===== src/rtl/mul_pkg.sv =====
// Shared definitions for the iterative RV32M multiplier: op encodings, FSM states
// and the per-op operand signedness helpers.
package mul_pkg;

    localparam logic [1:0] MUL_OP_MUL    = 2'b00;
    localparam logic [1:0] MUL_OP_MULH   = 2'b01;
    localparam logic [1:0] MUL_OP_MULHSU = 2'b10;
    localparam logic [1:0] MUL_OP_MULHU  = 2'b11;

    typedef enum logic [1:0] {
        ST_IDLE,
        ST_BUSY,
        ST_FIX,
        ST_DONE
    } mul_state_e;

    function automatic logic op_a_signed(input logic [1:0] op);
        return (op == MUL_OP_MULH) || (op == MUL_OP_MULHSU);
    endfunction

    function automatic logic op_b_signed(input logic [1:0] op);
        return op == MUL_OP_MULH;
    endfunction

    // Every op except MUL returns the upper half of the product.
    function automatic logic op_high_half(input logic [1:0] op);
        return op != MUL_OP_MUL;
    endfunction

endpackage


===== src/rtl/mul_sign_fix.sv =====
// Combinational sign handling: operand magnitudes and result sign at accept time,
// plus negate and half-select of the unsigned product in the FIX stage.
module mul_sign_fix #(
    parameter int unsigned WIDTH = 32
) (
    input  logic [WIDTH-1:0]   a,
    input  logic [WIDTH-1:0]   b,
    input  logic               a_signed,
    input  logic               b_signed,
    input  logic [2*WIDTH-1:0] prod,
    input  logic               neg,
    input  logic               hi,
    output logic [WIDTH-1:0]   a_mag,
    output logic [WIDTH-1:0]   b_mag,
    output logic               res_neg,
    output logic [WIDTH-1:0]   result
);

    localparam int unsigned PW = 2 * WIDTH;

    logic             a_neg;
    logic             b_neg;
    logic [PW-1:0]    fixed;

    // The most-negative operand maps to itself, which is the correct unsigned magnitude.
    always_comb begin
        a_neg   = a_signed & a[WIDTH-1];
        b_neg   = b_signed & b[WIDTH-1];
        a_mag   = a_neg ? (WIDTH'(0) - a) : a;
        b_mag   = b_neg ? (WIDTH'(0) - b) : b;
        res_neg = a_neg ^ b_neg;
        fixed   = neg ? (PW'(0) - prod) : prod;
        result  = hi ? fixed[PW-1:WIDTH] : fixed[WIDTH-1:0];
    end

endmodule


===== src/rtl/iterative_multiplier.sv =====
// Multi-cycle shift-add multiplier for RV32M MUL/MULH/MULHSU/MULHU, retiring
// BITS_PER_CYCLE multiplier bits per BUSY cycle, with flush and a result tag.
module iterative_multiplier
    import mul_pkg::*;
#(
    parameter int unsigned WIDTH          = 32,
    parameter int unsigned BITS_PER_CYCLE = 1,
    parameter int unsigned TAG_W          = 5
) (
    input  logic             clk,
    input  logic             rst,
    input  logic             in_valid,
    output logic             in_ready,
    input  logic [1:0]       in_op,
    input  logic [WIDTH-1:0] in_a,
    input  logic [WIDTH-1:0] in_b,
    input  logic [TAG_W-1:0] in_tag,
    input  logic             flush,
    output logic             out_valid,
    input  logic             out_ready,
    output logic [WIDTH-1:0] out_result,
    output logic [TAG_W-1:0] out_tag
);

    localparam int unsigned PW    = 2 * WIDTH;
    localparam int unsigned N     = WIDTH / BITS_PER_CYCLE;
    localparam int unsigned CNT_W = $clog2(N + 1);

    mul_state_e       state_q, state_d;
    logic [1:0]       op_q, op_d;
    logic [TAG_W-1:0] tag_q, tag_d;
    logic             neg_q, neg_d;
    logic [PW-1:0]    a_sh_q, a_sh_d;
    logic [WIDTH-1:0] b_q, b_d;
    logic [PW-1:0]    acc_q, acc_d;
    logic [CNT_W-1:0] cnt_q, cnt_d;
    logic             in_ready_q, in_ready_d;
    logic             out_valid_q, out_valid_d;
    logic [WIDTH-1:0] out_result_q, out_result_d;
    logic [TAG_W-1:0] out_tag_q, out_tag_d;

    logic             a_sgn_c, b_sgn_c, hi_c, res_neg_c;
    logic [WIDTH-1:0] a_mag_c, b_mag_c, fix_result_c;
    logic [PW-1:0]    partial_c;

    assign a_sgn_c = op_a_signed(in_op);
    assign b_sgn_c = op_b_signed(in_op);
    assign hi_c    = op_high_half(op_q);

    mul_sign_fix #(.WIDTH(WIDTH)) u_sign_fix (
        .a        (in_a),
        .b        (in_b),
        .a_signed (a_sgn_c),
        .b_signed (b_sgn_c),
        .prod     (acc_q),
        .neg      (neg_q),
        .hi       (hi_c),
        .a_mag    (a_mag_c),
        .b_mag    (b_mag_c),
        .res_neg  (res_neg_c),
        .result   (fix_result_c)
    );

    // Shifted multiplicand times the low BITS_PER_CYCLE multiplier bits.
    always_comb begin
        partial_c = '0;
        for (int unsigned k = 0; k < BITS_PER_CYCLE; k++) begin
            if (b_q[k]) partial_c = partial_c + (a_sh_q << k);
        end
    end

    always_comb begin
        state_d      = state_q;
        op_d         = op_q;
        tag_d        = tag_q;
        neg_d        = neg_q;
        a_sh_d       = a_sh_q;
        b_d          = b_q;
        acc_d        = acc_q;
        cnt_d        = cnt_q;
        out_valid_d  = out_valid_q;
        out_result_d = out_result_q;
        out_tag_d    = out_tag_q;

        case (state_q)
            ST_IDLE: begin
                if (in_valid && in_ready_q) begin
                    state_d = ST_BUSY;
                    op_d    = in_op;
                    tag_d   = in_tag;
                    neg_d   = res_neg_c;
                    a_sh_d  = PW'(a_mag_c);
                    b_d     = b_mag_c;
                    acc_d   = '0;
                    cnt_d   = CNT_W'(N);
                end
            end
            ST_BUSY: begin
                acc_d  = acc_q + partial_c;
                a_sh_d = a_sh_q << BITS_PER_CYCLE;
                b_d    = b_q >> BITS_PER_CYCLE;
                cnt_d  = cnt_q - CNT_W'(1);
                if (cnt_q == CNT_W'(1)) state_d = ST_FIX;
            end
            ST_FIX: begin
                out_result_d = fix_result_c;
                out_tag_d    = tag_q;
                state_d      = ST_DONE;
            end
            ST_DONE: begin
                // First DONE cycle raises out_valid; the result was loaded in FIX.
                if (!out_valid_q) begin
                    out_valid_d = 1'b1;
                end else if (out_ready) begin
                    out_valid_d = 1'b0;
                    state_d     = ST_IDLE;
                end
            end
        endcase

        if (flush) begin
            state_d     = ST_IDLE;
            out_valid_d = 1'b0;
        end

        in_ready_d = (state_d == ST_IDLE);
    end

    always_ff @(posedge clk) begin
        if (rst) begin
            state_q      <= ST_IDLE;
            op_q         <= '0;
            tag_q        <= '0;
            neg_q        <= 1'b0;
            a_sh_q       <= '0;
            b_q          <= '0;
            acc_q        <= '0;
            cnt_q        <= '0;
            in_ready_q   <= 1'b1;
            out_valid_q  <= 1'b0;
            out_result_q <= '0;
            out_tag_q    <= '0;
        end else begin
            state_q      <= state_d;
            op_q         <= op_d;
            tag_q        <= tag_d;
            neg_q        <= neg_d;
            a_sh_q       <= a_sh_d;
            b_q          <= b_d;
            acc_q        <= acc_d;
            cnt_q        <= cnt_d;
            in_ready_q   <= in_ready_d;
            out_valid_q  <= out_valid_d;
            out_result_q <= out_result_d;
            out_tag_q    <= out_tag_d;
        end
    end

    assign in_ready   = in_ready_q;
    assign out_valid  = out_valid_q;
    assign out_result = out_result_q;
    assign out_tag    = out_tag_q;

endmodule

===== config.mk =====
export PLATFORM = sky130hd
export DESIGN_NAME = iterative_multiplier
export DESIGN_NICKNAME = d
export VERILOG_FILES = /design/src/rtl/mul_pkg.sv /design/src/rtl/mul_sign_fix.sv /design/src/rtl/iterative_multiplier.sv
export SDC_FILE = /design/constraint.sdc
export NUM_CORES = 1
export LEC_CHECK = 0
export CAP_MARGIN = 20
export CORE_MARGIN = 1.5
export CORE_UTILIZATION = 45
export DETAILED_ROUTE_END_ITERATION = 8
export MAX_ROUTING_LAYER = met4
export PLACE_DENSITY = 0.67
export SYNTH_ARGS = -nofsm -noshare
export SYNTH_HDL_FRONTEND = slang
export SYNTH_SLANG_ARGS = --single-unit
export TNS_END_PERCENT = 20

===== constraint.sdc =====
create_clock -name clk -period 3.7 [get_ports clk]
set_clock_uncertainty 0.05 [all_clocks]
set_input_delay 1.11 -clock clk [delete_from_list [all_inputs] [get_ports clk]]
set_output_delay 1.11 -clock clk [all_outputs]
set_load 0.005 [all_outputs]

==> metrics.cfg <==
[logic_synthesis]
ys_seq_area_share_pct=28.9
synthArstFlopShare_pct=0
yosysMostFrequentCell=nand2_1
post_synth.cell_area_avg_um2=7.39
synth_cells=2019
yosysWarnings=0
ys_top_cells_by_area=dfxtp_1, a21oi_1, nand2_1
synth.top_cells.by_count=nand2_1, a21oi_1, dfxtp_1
synth_ff_type=dfxtp_1
syn-cell-area_um2=14900
synth_edf_count=0
synth_top_area_share_pct=28.9
ys_types=85
synth_seq_cells=215
synth_top_area_cell=dfxtp_1
syn_nets=2165

[die]
ioPinCount=115
core_um2=32600
dieArea_um2=34200
rows=66
die_w_um=185
initial_core_util_pct=45.7
die_h_um=185

[clocking]
h-tree-depth=1
numCtsBuffers=27
clkTransAtPathRegs_ns=0.06
cts_tree=built
clockRootBuffer=clkbuf_16
clock_sinks=215
insertion_delay_ns=0.56
cts_buffer_depth=3

[sta]
fin_crit_sh_pct=99.7
worst_slew_pin_slew_ns=0.950
maxSlewHeadroom_pct=36.7
rsz0062_at_grt=true
finalMaxSlewViolations=0
max_freq_mhz=271
fin_crit_ns=3.69
setup_viol=0
hold_viol=0
setup_tns_ns=0

[worst_setup_path]
crit_buf_inv=0
reg2reg_depth=10
endpoint_kind=flop
path_class=flop to flop
cp.depth=10
max_stage_delay_ns=0.60
cp-startpoint=acc_q[8]
required_ns=4.07
crit-reg2reg-launch=acc_q[8]
arrival_ns=4.06
path_cells=or4_4 -> or3_4 -> nor2_4 -> nand2_2 -> or4b_4 -> nor4_4 -> nand3b_1 -> mux2_1 -> o211ai_1 -> a21oi_1
critPathMaxFanout=8
cpLargestDelayFamily=simple AND/OR/NAND/NOR gates
worstSetupStartpointType=flop
slowest_stage=or4_4

[drt]
routed_wl_um=50000
dr_total_vias=16017
drtPass1Iterations=6
vias_per_cell=5.83
first_iter_violations=1270
route.detailed.drc=0
ant_nets=0
wl_per_cell_um=18.2

[grt]
grt_max_degree=109
gr-usage-all-layers_pct=29.3
grt_antenna_before_repair=0
grt_pass1_wl_um=78700
grt_remaining_overflow=0
grt_pass1_vias=14677

[placement]
dp_hpwl_um=37600
gp_congestion=0.990
dpl_cell_area_um2=18000
port_buffers=114

[run_status]
status=finished, final reports clean

[cells_and_area]
postLayoutCellArea_um2=19400
drive_gt1_share_pct=17.2
final_nets=2429
antenna_cells=0
area_delta_synth_final_pct=30.0
fillCellCount=3080
utilization_pct=59.5

[hold_path]
hold_start=b_q[31]
whs_path_depth=2
hold_path_class=flop to flop

[pwr]
leakagePower_nw=7.90
ir_worst_vdd_mv=0.300
total_power_mw=6.01
p_per_area_nw_per_um2=310

[job]
drv_cap=0

[cells by family (layout without fill, tap and decap cells)]
family          Yosys count  after routing  synth area share (%)
simple gates            772            772                  24.6
flops                   215            215                  28.9
mux                       6              6                 0.495
buf+inv                 158            442                  4.10
fa+ha+maj                70             70                  5.92
xor+xnor                138            138                  8.10
compound gates          660            660                  27.9
[per-stage QoR]
step,setup slack [ns],instances,hold WS [ns]
final,0.00977,2745,0.402
after CTS,-0.00838,2737,0.406
after detailed placement,-0.381,2687,0.394
after global placement,-0.323,2687,0.390
after global routing,-0.161,2745,0.420
after floorplan,0.0126,2019,0.382
[where the power goes]
group | switching (mW) | internal [mW] | total [mW] | leakage, nW
sequential | 0.0677 | 2.39 | 2.45 | 1.75
combinational | 0.463 | 0.319 | 0.782 | 5.69
clock | 1.09 | 1.68 | 2.77 | 0.460
total | 1.62 | 4.39 | 6.01 | 7.90
[sequential cells by signal, summed over array words and instances, names as in the netlist]
register	cells
a_sh_q	64
acc_q	64
b_q	32
cnt_q	6
in_ready	1
neg_q	1
op_q	2
out_result	32
out_tag	5
out_valid	1
state_q	2
tag_q	5
[layout make-up]
type	count	area [µm²]	share of cell area (%)
timing repair buffer	367	3090	15.9
tap	442	553	2.85
inverter	26	97.6	0.503
sequential	215	4310	22.2
multi-input combinational	1646	10400	53.7
clock buffer	36	779	4.02
clock inverter	13	153	0.787
[cell usage in the layout (no fill, tap or decap), types with 15 or more instances in the layout]
cell type,netlist,routed
a21oi_1,248,240
nor2_1,122,119
o31ai_1,26,25
nor3_1,36,31
ha_1,69,53
o21ai_0,119,112
xnor2_1,73,73
nand4_1,15,15
a31oi_1,20,18
buf_4,0,248
nand3_1,78,77
a22oi_1,67,67
nand2_1,325,323
inv_1,26,26
clkbuf_16,0,27
a21o_1,38,38
and2_1,71,67
xor2_1,65,65
clkdlybuf4s50_1,0,113
nor4_1,25,24
o211ai_1,26,26
dfxtp_1,215,213
[worst paths after layout]
kind	end	slack [ns]
max	out_result[24]	0.01
min	b_q[31]	0.40
max reg2reg	out_result[24]	0.01
min reg2reg	b_q[31]	0.40
[worst register-to-register path: stages, from the launching register on]
cell and delay [ns]:
dfxtp_1 0.44, or4_4 0.61, or3_4 0.38, nor2_4 0.19, nand2_2 0.10, or4b_4 0.54, nor4_4 0.33, nand3b_1 0.15
mux2_1 0.33, o211ai_1 0.33, a21oi_1 0.11
[routing by layer]
metal  vias up  routed length (µm)  track usage (%)
met1      7541               23200             40.1
li1       7832                   -                -
met4         0                1180             7.19
met2       541               22700             46.3
met5         -                   0                -
met3       103                2890             3.05
[what timing repair did]
action / in CTS / in global routing
resized for setup: 7 / 64
setup buffers: 1 / 8
endpoints found under the setup margin: 12 / 18
endpoints found under the hold margin: 0 / 0
hold buffers: 0 / 0
pin swaps: 3 / 32
(Power assumes the default switching activity.)
